==> src/rtl/mc_ctrl_pkg.sv <==
// rtl/mc_ctrl_pkg.sv - shared encodings for the multicycle MIPS controller
// Purpose: state, opcode, funct, aluop and alucontrol constants.
// Ports: none (package).
package mc_ctrl_pkg;

    typedef enum logic [3:0] {
        FETCH   = 4'd0,
        DECODE  = 4'd1,
        MEMADR  = 4'd2,
        MEMRD   = 4'd3,
        MEMWB   = 4'd4,
        MEMWR   = 4'd5,
        RTYPEEX = 4'd6,
        RTYPEWB = 4'd7,
        BEQEX   = 4'd8,
        ADDIEX  = 4'd9,
        ADDIWB  = 4'd10,
        JEX     = 4'd11
    } statetype;

    localparam logic [5:0] OP_LW    = 6'b100011;
    localparam logic [5:0] OP_SW    = 6'b101011;
    localparam logic [5:0] OP_RTYPE = 6'b000000;
    localparam logic [5:0] OP_BEQ   = 6'b000100;
    localparam logic [5:0] OP_ADDI  = 6'b001000;
    localparam logic [5:0] OP_J     = 6'b000010;

    localparam logic [5:0] ADD = 6'b100000;
    localparam logic [5:0] SUB = 6'b100010;
    localparam logic [5:0] AND = 6'b100100;
    localparam logic [5:0] OR  = 6'b100101;
    localparam logic [5:0] SLT = 6'b101010;

    localparam logic [1:0] ALUOP_ADD   = 2'b00;
    localparam logic [1:0] ALUOP_SUB   = 2'b01;
    localparam logic [1:0] ALUOP_FUNCT = 2'b10;

    localparam logic [2:0] ALU_AND = 3'b000;
    localparam logic [2:0] ALU_OR  = 3'b001;
    localparam logic [2:0] ALU_ADD = 3'b010;
    localparam logic [2:0] ALU_SUB = 3'b110;
    localparam logic [2:0] ALU_SLT = 3'b111;

endpackage

==> src/rtl/aludec_mc.sv <==
// rtl/aludec_mc.sv - combinational ALU control decoder
// Purpose: maps aluop and the R-type funct field to an ALU operation.
// Ports: funct[5:0] in, aluop[1:0] in, alucontrol[2:0] out.
module aludec_mc
    import mc_ctrl_pkg::*;
(
    input  logic [5:0] funct,
    input  logic [1:0] aluop,
    output logic [2:0] alucontrol
);

    always_comb begin
        alucontrol = ALU_ADD;
        case (aluop)
            ALUOP_SUB: alucontrol = ALU_SUB;
            ALUOP_FUNCT: begin
                case (funct)
                    ADD:     alucontrol = ALU_ADD;
                    SUB:     alucontrol = ALU_SUB;
                    AND:     alucontrol = ALU_AND;
                    OR:      alucontrol = ALU_OR;
                    SLT:     alucontrol = ALU_SLT;
                    // Unknown funct falls back to add; it is not flagged illegal.
                    default: alucontrol = ALU_ADD;
                endcase
            end
            default:   alucontrol = ALU_ADD;
        endcase
    end

endmodule

==> src/rtl/mc_controller.sv <==
// rtl/mc_controller.sv - multicycle MIPS main FSM and control outputs
// Purpose: sequences fetch/decode/execute/memory/write-back and drives all
//          datapath enables and mux selects; memory can stall via mem_ready.
// Ports: clk, reset (sync, active-high), op, funct, zero, mem_ready in;
//        pcen, irwrite, regwrite, memwrite, iord, memtoreg, regdst, alusrca,
//        alusrcb, pcsrc, alucontrol, illegal, state out.
module mc_controller
    import mc_ctrl_pkg::*;
(
    input  logic       clk,
    input  logic       reset,
    input  logic [5:0] op,
    input  logic [5:0] funct,
    input  logic       zero,
    input  logic       mem_ready,
    output logic       pcen,
    output logic       irwrite,
    output logic       regwrite,
    output logic       memwrite,
    output logic       iord,
    output logic       memtoreg,
    output logic       regdst,
    output logic       alusrca,
    output logic [1:0] alusrcb,
    output logic [1:0] pcsrc,
    output logic [2:0] alucontrol,
    output logic       illegal,
    output logic [3:0] state
);

    statetype   state_q;
    statetype   state_next;
    logic [1:0] aluop;
    logic       pcwrite;
    logic       branch;
    logic       irwrite_raw;
    logic       regwrite_raw;
    logic       memwrite_raw;
    logic       illegal_raw;

    always_ff @(posedge clk) begin
        if (reset) state_q <= FETCH;
        else       state_q <= state_next;
    end

    always_comb begin
        state_next   = FETCH;
        aluop        = ALUOP_ADD;
        pcwrite      = 1'b0;
        branch       = 1'b0;
        irwrite_raw  = 1'b0;
        regwrite_raw = 1'b0;
        memwrite_raw = 1'b0;
        illegal_raw  = 1'b0;
        iord         = 1'b0;
        memtoreg     = 1'b0;
        regdst       = 1'b0;
        alusrca      = 1'b0;
        alusrcb      = 2'b00;
        pcsrc        = 2'b00;
        case (state_q)
            FETCH: begin
                alusrcb = 2'b01;
                // IR and PC only load once the memory has returned the word.
                irwrite_raw = mem_ready;
                pcwrite     = mem_ready;
                state_next  = mem_ready ? DECODE : FETCH;
            end
            DECODE: begin
                alusrcb = 2'b11;
                case (op)
                    OP_LW, OP_SW: state_next = MEMADR;
                    OP_RTYPE:     state_next = RTYPEEX;
                    OP_BEQ:       state_next = BEQEX;
                    OP_ADDI:      state_next = ADDIEX;
                    OP_J:         state_next = JEX;
                    default: begin
                        illegal_raw = 1'b1;
                        state_next  = FETCH;
                    end
                endcase
            end
            MEMADR: begin
                alusrca    = 1'b1;
                alusrcb    = 2'b10;
                state_next = (op == OP_SW) ? MEMWR : MEMRD;
            end
            MEMRD: begin
                iord       = 1'b1;
                state_next = mem_ready ? MEMWB : MEMRD;
            end
            MEMWB: begin
                memtoreg     = 1'b1;
                regwrite_raw = 1'b1;
            end
            MEMWR: begin
                iord         = 1'b1;
                memwrite_raw = 1'b1;
                state_next   = mem_ready ? FETCH : MEMWR;
            end
            RTYPEEX: begin
                alusrca    = 1'b1;
                aluop      = ALUOP_FUNCT;
                state_next = RTYPEWB;
            end
            RTYPEWB: begin
                regdst       = 1'b1;
                regwrite_raw = 1'b1;
            end
            BEQEX: begin
                alusrca = 1'b1;
                aluop   = ALUOP_SUB;
                pcsrc   = 2'b01;
                branch  = 1'b1;
            end
            ADDIEX: begin
                alusrca    = 1'b1;
                alusrcb    = 2'b10;
                state_next = ADDIWB;
            end
            ADDIWB: regwrite_raw = 1'b1;
            JEX: begin
                pcsrc   = 2'b10;
                pcwrite = 1'b1;
            end
            default: state_next = FETCH;
        endcase
    end

    aludec_mc u_aludec (
        .funct      (funct),
        .aluop      (aluop),
        .alucontrol (alucontrol)
    );

    // Reset masks every architectural write so a mid-instruction reset
    // (e.g. a stalled store) cannot corrupt state in the reset cycle.
    assign pcen     = (pcwrite | (branch & zero)) & ~reset;
    assign irwrite  = irwrite_raw  & ~reset;
    assign regwrite = regwrite_raw & ~reset;
    assign memwrite = memwrite_raw & ~reset;
    assign illegal  = illegal_raw  & ~reset;
    assign state    = state_q;

endmodule

==> config.mk <==
export PLATFORM = sky130hd
export DESIGN_NAME = mc_controller
export DESIGN_NICKNAME = d
export VERILOG_FILES = /design/src/rtl/mc_ctrl_pkg.sv /design/src/rtl/aludec_mc.sv /design/src/rtl/mc_controller.sv
export SDC_FILE = /design/constraint.sdc
export NUM_CORES = 1
export LEC_CHECK = 0
export ABC_AREA = 1
export CAP_MARGIN = 30
export CORE_AREA = 2 2 43 45
export CTS_BUF_LIST = sky130_fd_sc_hd__clkbuf_8
export DETAILED_ROUTE_END_ITERATION = 8
export DIE_AREA = 0 0 45 47
export PLACE_DENSITY = 0.79
export SLEW_MARGIN = 40
export SYNTH_ARGS = -nofsm -noshare
export SYNTH_HDL_FRONTEND = slang
export SYNTH_SLANG_ARGS = --single-unit
==> constraint.sdc <==
create_clock -name clk -period 2.1 [get_ports clk]
set_clock_uncertainty 0.2 [all_clocks]
set_input_delay 0.21 -clock clk [delete_from_list [all_inputs] [get_ports clk]]
set_output_delay 0.21 -clock clk [all_outputs]
set_load 0.02 [all_outputs]
* Word-level counts from Yosys, hierarchy flattened
Cells that the tools add are included.
Widths: inputs -> output; s select.
** Cells by class
- Bitwise operators :: 8
- Shift-type cells :: 0
- Div/mod/pow operators :: 0
- Multiply operators :: 0
- Order comparisons :: 0
- Add/sub/neg operators :: 0
- Multiplexer cells :: 22
- Eq/ne operators :: 22
- Reductions and logical operators :: 8
** Operators with widths (count)
- $eq 6x6->1 const B :: 6
- $pmux 4 s7 :: 1
- $pmux 4 s5 :: 1
- $eq 4x3->1 const B :: 4
- $eq 4x4->1 const B :: 4
- $pmux 3 s4 :: 1
- $mux 1 :: 11
- $mux 3 :: 3
- $eq 4x2->1 const B :: 2
- $pmux 2 s2 :: 2
- $and 1x1->1 :: 6
- $eq 6x2->1 const B :: 1
- $eq 6x3->1 const B :: 1
- $eq 6x4->1 const B :: 1
- $logic_not 6->1 :: 1
- $pmux 2 s3 :: 1
- $pmux 3 s2 :: 1
- $reduce_or 2->1 :: 3
- $reduce_or 6->1 :: 1
- $eq 4x1->1 const B :: 1
- $logic_not 4->1 :: 1
- $reduce_or 4->1 :: 1
- $reduce_or 3->1 :: 1
- $eq 2x1->1 const B :: 1
- 4 further kinds :: 4
** Word-level totals
- ROM bits :: 0
- Output and inout port bits :: 20
- Memory bits (writable) :: 0
- Bits in latches :: 0
- Memories :: 0
- Input port bits :: 16
- Flip-flop bits (word level) :: 4

* Depth between registers and ports, before layout
- Depth in word-level cells :: 5
- Gate-level depth with buffers :: 8
- Gate-level depth less buffers :: 8

* Cells and area by module
From an unflattened synthesis, not the netlist that was laid out.
** Second synthesis, totals
- Cells, all modules :: 135
- Area, all modules :: 670.6 µm²
** Modules (own cells, without submodules)
- mc_controller :: cells an instance 98, instances 1, area an instance 496.7 µm²
- aludec_mc :: cells an instance 37, instances 1, area an instance 173.9 µm²

* Worst setup path before layout
OpenSTA, ideal clock, no wires.
- Path kind :: flip-flop to output port
- From :: reg state_q[3] (netlist: state[3])
- To :: out alucontrol[2]
- Path buffers :: 0
- Required time :: 1.690 ns
- Setup slack :: -0.204 ns
- Arrival :: 1.894 ns
- Stages on the path, launching flop included :: 8
- Cell sequence :: dfxtp_1 > inv_1 > nor2_2 > inv_2 > nor2_4 > inv_1 > ha_1 > a21boi_0
** On the way
- Cells in the longest elaborated chain, start to end :: 4
- Elaborated cells on any way between the ends :: 6
- Classes of those cells :: eq/ne (4); mux (2)
** Ends and longest elaborated chain
- start, declared :: line mc_controller.sv:31 : statetype state_q;
- start signal, assigned :: line mc_controller.sv:43 : else state_q <= state_next;
- $eq 4x4->1 or $eq 4x3->1 (tied branches) :: line mc_controller.sv:61 : case (state_q)
- $pmux 2 s2 (*) :: line mc_controller.sv:61
- $eq 2x2->1 or $eq 2x1->1 (tied branches) :: line aludec_mc.sv:14 : case (aluop)
- $pmux 3 s2 (*) :: line aludec_mc.sv:14
- end, declared :: line mc_controller.sv:26 : output logic [2:0] alucontrol,
Mark *: on every way between the ends. The rest lies on a longest branch, timed or not.

* Worst setup path after layout
- From :: reg state_q[0] (netlist: state[0])
- To :: out alucontrol[1]
The elaborated chain is that of the path after synthesis.

==> flow_summary.yaml <==
clocking:
  worst_skew_pair.late_latency_ns: 0.22
  postCtsSetupBuffers: 0
  cts.clk_slew.worst_paths_ns: 0.03
  clock_sink_count: 4
  cts.root.buffer_cell: "sky130_fd_sc_hd__clkbuf_8"
  tritoncts: "yes"
  ctsLongestPathBuffers: 2
  tritoncts.num_buffers: 3
  h-tree-depth: 1
worst_setup_path:
  timing.critical_path.slowest_stage_cell: "sky130_fd_sc_hd__dfxtp_1"
  end_kind: "output port"
  worst_r2r_endpoint: "state[0]"
  crit_arrival_ns: 1.65
  ff2ff_path_depth: 7
  crit_path_max_fanout: 3
  cp.required_ns: 1.69
  critical_path.startpoint_type: "register"
  worstSetupPathType: "register to output port"
  rr_startpoint: "state[0]"
  setup.reg_to_reg.worst_slack_ns: 0.66
  max_stage_delay_ns: 0.32
  cp_top_family: "buffers and inverters"
  cp_cell_sequence: "nor2_1 > inv_1 > nor2_4 > inv_1 > ha_1 > nand3_1 > clkdlybuf4s15_2"
  cp.buffers_inverters: 3
  cp_common_cell: "sky130_fd_sc_hd__inv_1"
detailed_routing:
  drt-wirelength-per-cell_um: 11.4
  route.detailed.drc: 0
  totalWireLength_um: 2140
  final_antenna_net_count: 0
  dr.pass1.iters: 4
  detail_route.vias_per_cell: 4.87
  detailedRoute.firstIterationViolations: 12
  num_vias: 910
logic_synthesis:
  multiplexer_fraction_of_the_synthesized_cell_area: 0
  syn-instance-count: 114
  yosysWarningCount: 0
  synth_compound_area_frac: 0.113
  syn_nets: 133
  synth_seq_area_share: 0.133
  avgSynthCellArea_sq_um: 5.27
  dominant_combinational_cell_family_by_area_after_synthesis: "simple AND/OR/NAND/NOR gates"
  synth.lib_cells_used.distinct: 19
  synth.cell_area_sq_um: 601
  yosys.area_share.xor_xnor: 0
  yosys_register_bits: 4
  synth_simple_gate_area_share: 0.523
  synth-adder-area-share: 0.0625
cells_and_area:
  layout-area-overhead-vs-synth_pct: 93.8
  share_of_final_layout_standard_cells_stronger_than_drive_strength_1: 0.224
  mostFrequentLayoutCell: "sky130_fd_sc_hd__inv_1"
  antenna_cells_inserted: 0
  layout.nets: 191
  number_of_flip_flops_under_the_largest_register_name: 4
  sequential_cell_area_sq_um: 82.6
  n_fill_cell: 144
  layout_common_cells: "25 x sky130_fd_sc_hd__inv_1, 23 x sky130_fd_sc_hd__nor2_1, 21 x sky130_fd_sc_hd__clkdlybuf4s50_1, 21 x sky130_fd_sc_hd__buf_4, 19 x sky130_fd_sc_hd__nand2_1"
  design_area_sq_um: 1160
  combined_area_of_the_multi_input_logic_cells_sq_um: 434
sta:
  hold_slack_ns: 0.438
  setup_tns_ns: 0
  finalCriticalPeriod_ns: 2.06
  final-hold-violation-count: 0
  final_max_slew_viol_count: 0
  max_slew.worst_pin.slew_ns: 0.252
  grt_setup_unrepaired: "yes"
  max_freq_ghz: 0.485
  max-slew-margin-rel: 0.832
  setup_violations: 0
  fin_crit_sh: 0.981
global_routing:
  grt_use_total: 0.213
  global_route.overflow_total: 0
  first_pass_grt_wire_length_um: 3280
  vias_in_the_first_global_route: 854
  grt_start_max_net_pins: 6
  antenna_violations_before_repair: 0
floorplanning:
  num_io_pins: 36
  core-area_sq_um: 1650
  die_area_sq_um: 2120
  initial_utilization: 0.364
  die_w_um: 45
  std_cell_rows: 15
  vertical_extent_of_the_die_um: 47
run_status:
  run_status: "completed"
worst_hold_path:
  hold_path_origin: "reset"
  hold_path_class: "input pin to register"
  hold-path-endpoint: "state[0]"
  whs_path_depth: 2
power:
  ir_drop_uv: 622
  power_density_relative_to_cell_area_nw_per_um2: 303
  static_leak_nw: 0.662
flow_run:
  cap_viol_max_count: 0
place:
  placement.io_buffers: 35
  post-dp-hpwl_um: 1780
  placedInstanceArea_sq_um: 1110
  gp_routability_congestion: 0.790
-- cell usage after synthesis --
master	number	area share
sky130_fd_sc_hd__nor2_4	3	0.056
sky130_fd_sc_hd__nand3_1	13	0.11
sky130_fd_sc_hd__a21oi_1	4	0.033
sky130_fd_sc_hd__nand2b_1	1	0.010
sky130_fd_sc_hd__nor2_1	24	0.15
sky130_fd_sc_hd__nand4_1	4	0.042
sky130_fd_sc_hd__o22ai_1	1	0.010
sky130_fd_sc_hd__ha_1	3	0.063
sky130_fd_sc_hd__nor2_2	2	0.021
sky130_fd_sc_hd__nand2_1	20	0.12
sky130_fd_sc_hd__nand2_2	1	0.010
sky130_fd_sc_hd__buf_1	1	0.0062
sky130_fd_sc_hd__o211ai_1	1	0.013
sky130_fd_sc_hd__a31oi_1	1	0.010
sky130_fd_sc_hd__inv_1	25	0.16
sky130_fd_sc_hd__inv_2	1	0.0062
sky130_fd_sc_hd__a21boi_0	1	0.013
sky130_fd_sc_hd__dfxtp_1	4	0.13
sky130_fd_sc_hd__o21ai_0	4	0.033
-- per-layer routing --
metal / vias to the layer above / GRT usage / wire length (um)
met5: - / 0 / 0
met4: 0 / 0.0471 / 0
met3: 0 / 0.0538 / 117
met2: 27 / 0.431 / 1170
met1: 415 / 0.218 / 849
li1: 468 / - / -
-- worst max-delay path by stage --
stage | end | start | cells past startpoint
detailed placement | alucontrol[0] | state[2] | 8
global placement | alucontrol[2] | state[0] | 7
floorplan | alucontrol[2] | state[3] | 7
global route | alucontrol[2] | state[1] | 8
CTS | alucontrol[2] | state[0] | 7
finish | alucontrol[1] | state[0] | 7
-- worst reg2reg max path, delay by kind of cell (launching register included) --
kind,cells,cell delay (ns)
flip-flops,1,0.36
AO/OA/AOI/OAI,1,0.13
buffers and inverters,1,0.15
AND/OR/NAND/NOR,5,0.53
-- final cells by class --
type                    instances  share of cell area
multi-input cells              83               0.373
clock buffers                   3              0.0355
well taps                      17              0.0183
repair buffers                 54               0.418
inverters                      26              0.0839
flip-flops and latches          4              0.0710
-- stage by stage --
step                 util  setup WS (ns)  std cells  power (mW)
finish              0.705         0.0393        187       0.352
detailed placement  0.675         -0.200        184       0.195
global route        0.705        -0.0378        187       0.371
floorplan               -         0.0552        114       0.127
CTS                 0.693        -0.0161        187       0.353
global placement    0.675        -0.0915        184       0.192
-- power by group --
part	internal [mW]	switching [mW]
sequential	0.0784	0.00171
clock	0.122	0.0389
combinational	0.0575	0.0534
total	0.258	0.0940
-- cells by family (layout without fill, tap and decap cells) --
| kind of cell | Yosys count | after routing |
|---|---|---|
| and+or+nand+nor | 68 | 68 |
| AOI/OAI and AO/OA | 12 | 12 |
| DFF | 4 | 4 |
| buffers and inverters | 27 | 83 |
| adders and majority gates | 3 | 3 |
-- repair_timing --
action	in CTS	in global routing
hold buffers	0	0
gates resized for setup	19	10
pin swaps	0	2
cloned	0	0
hold endpoints to repair	0	0
setup endpoints to repair	11	7
(Power assumes the default switching activity.)
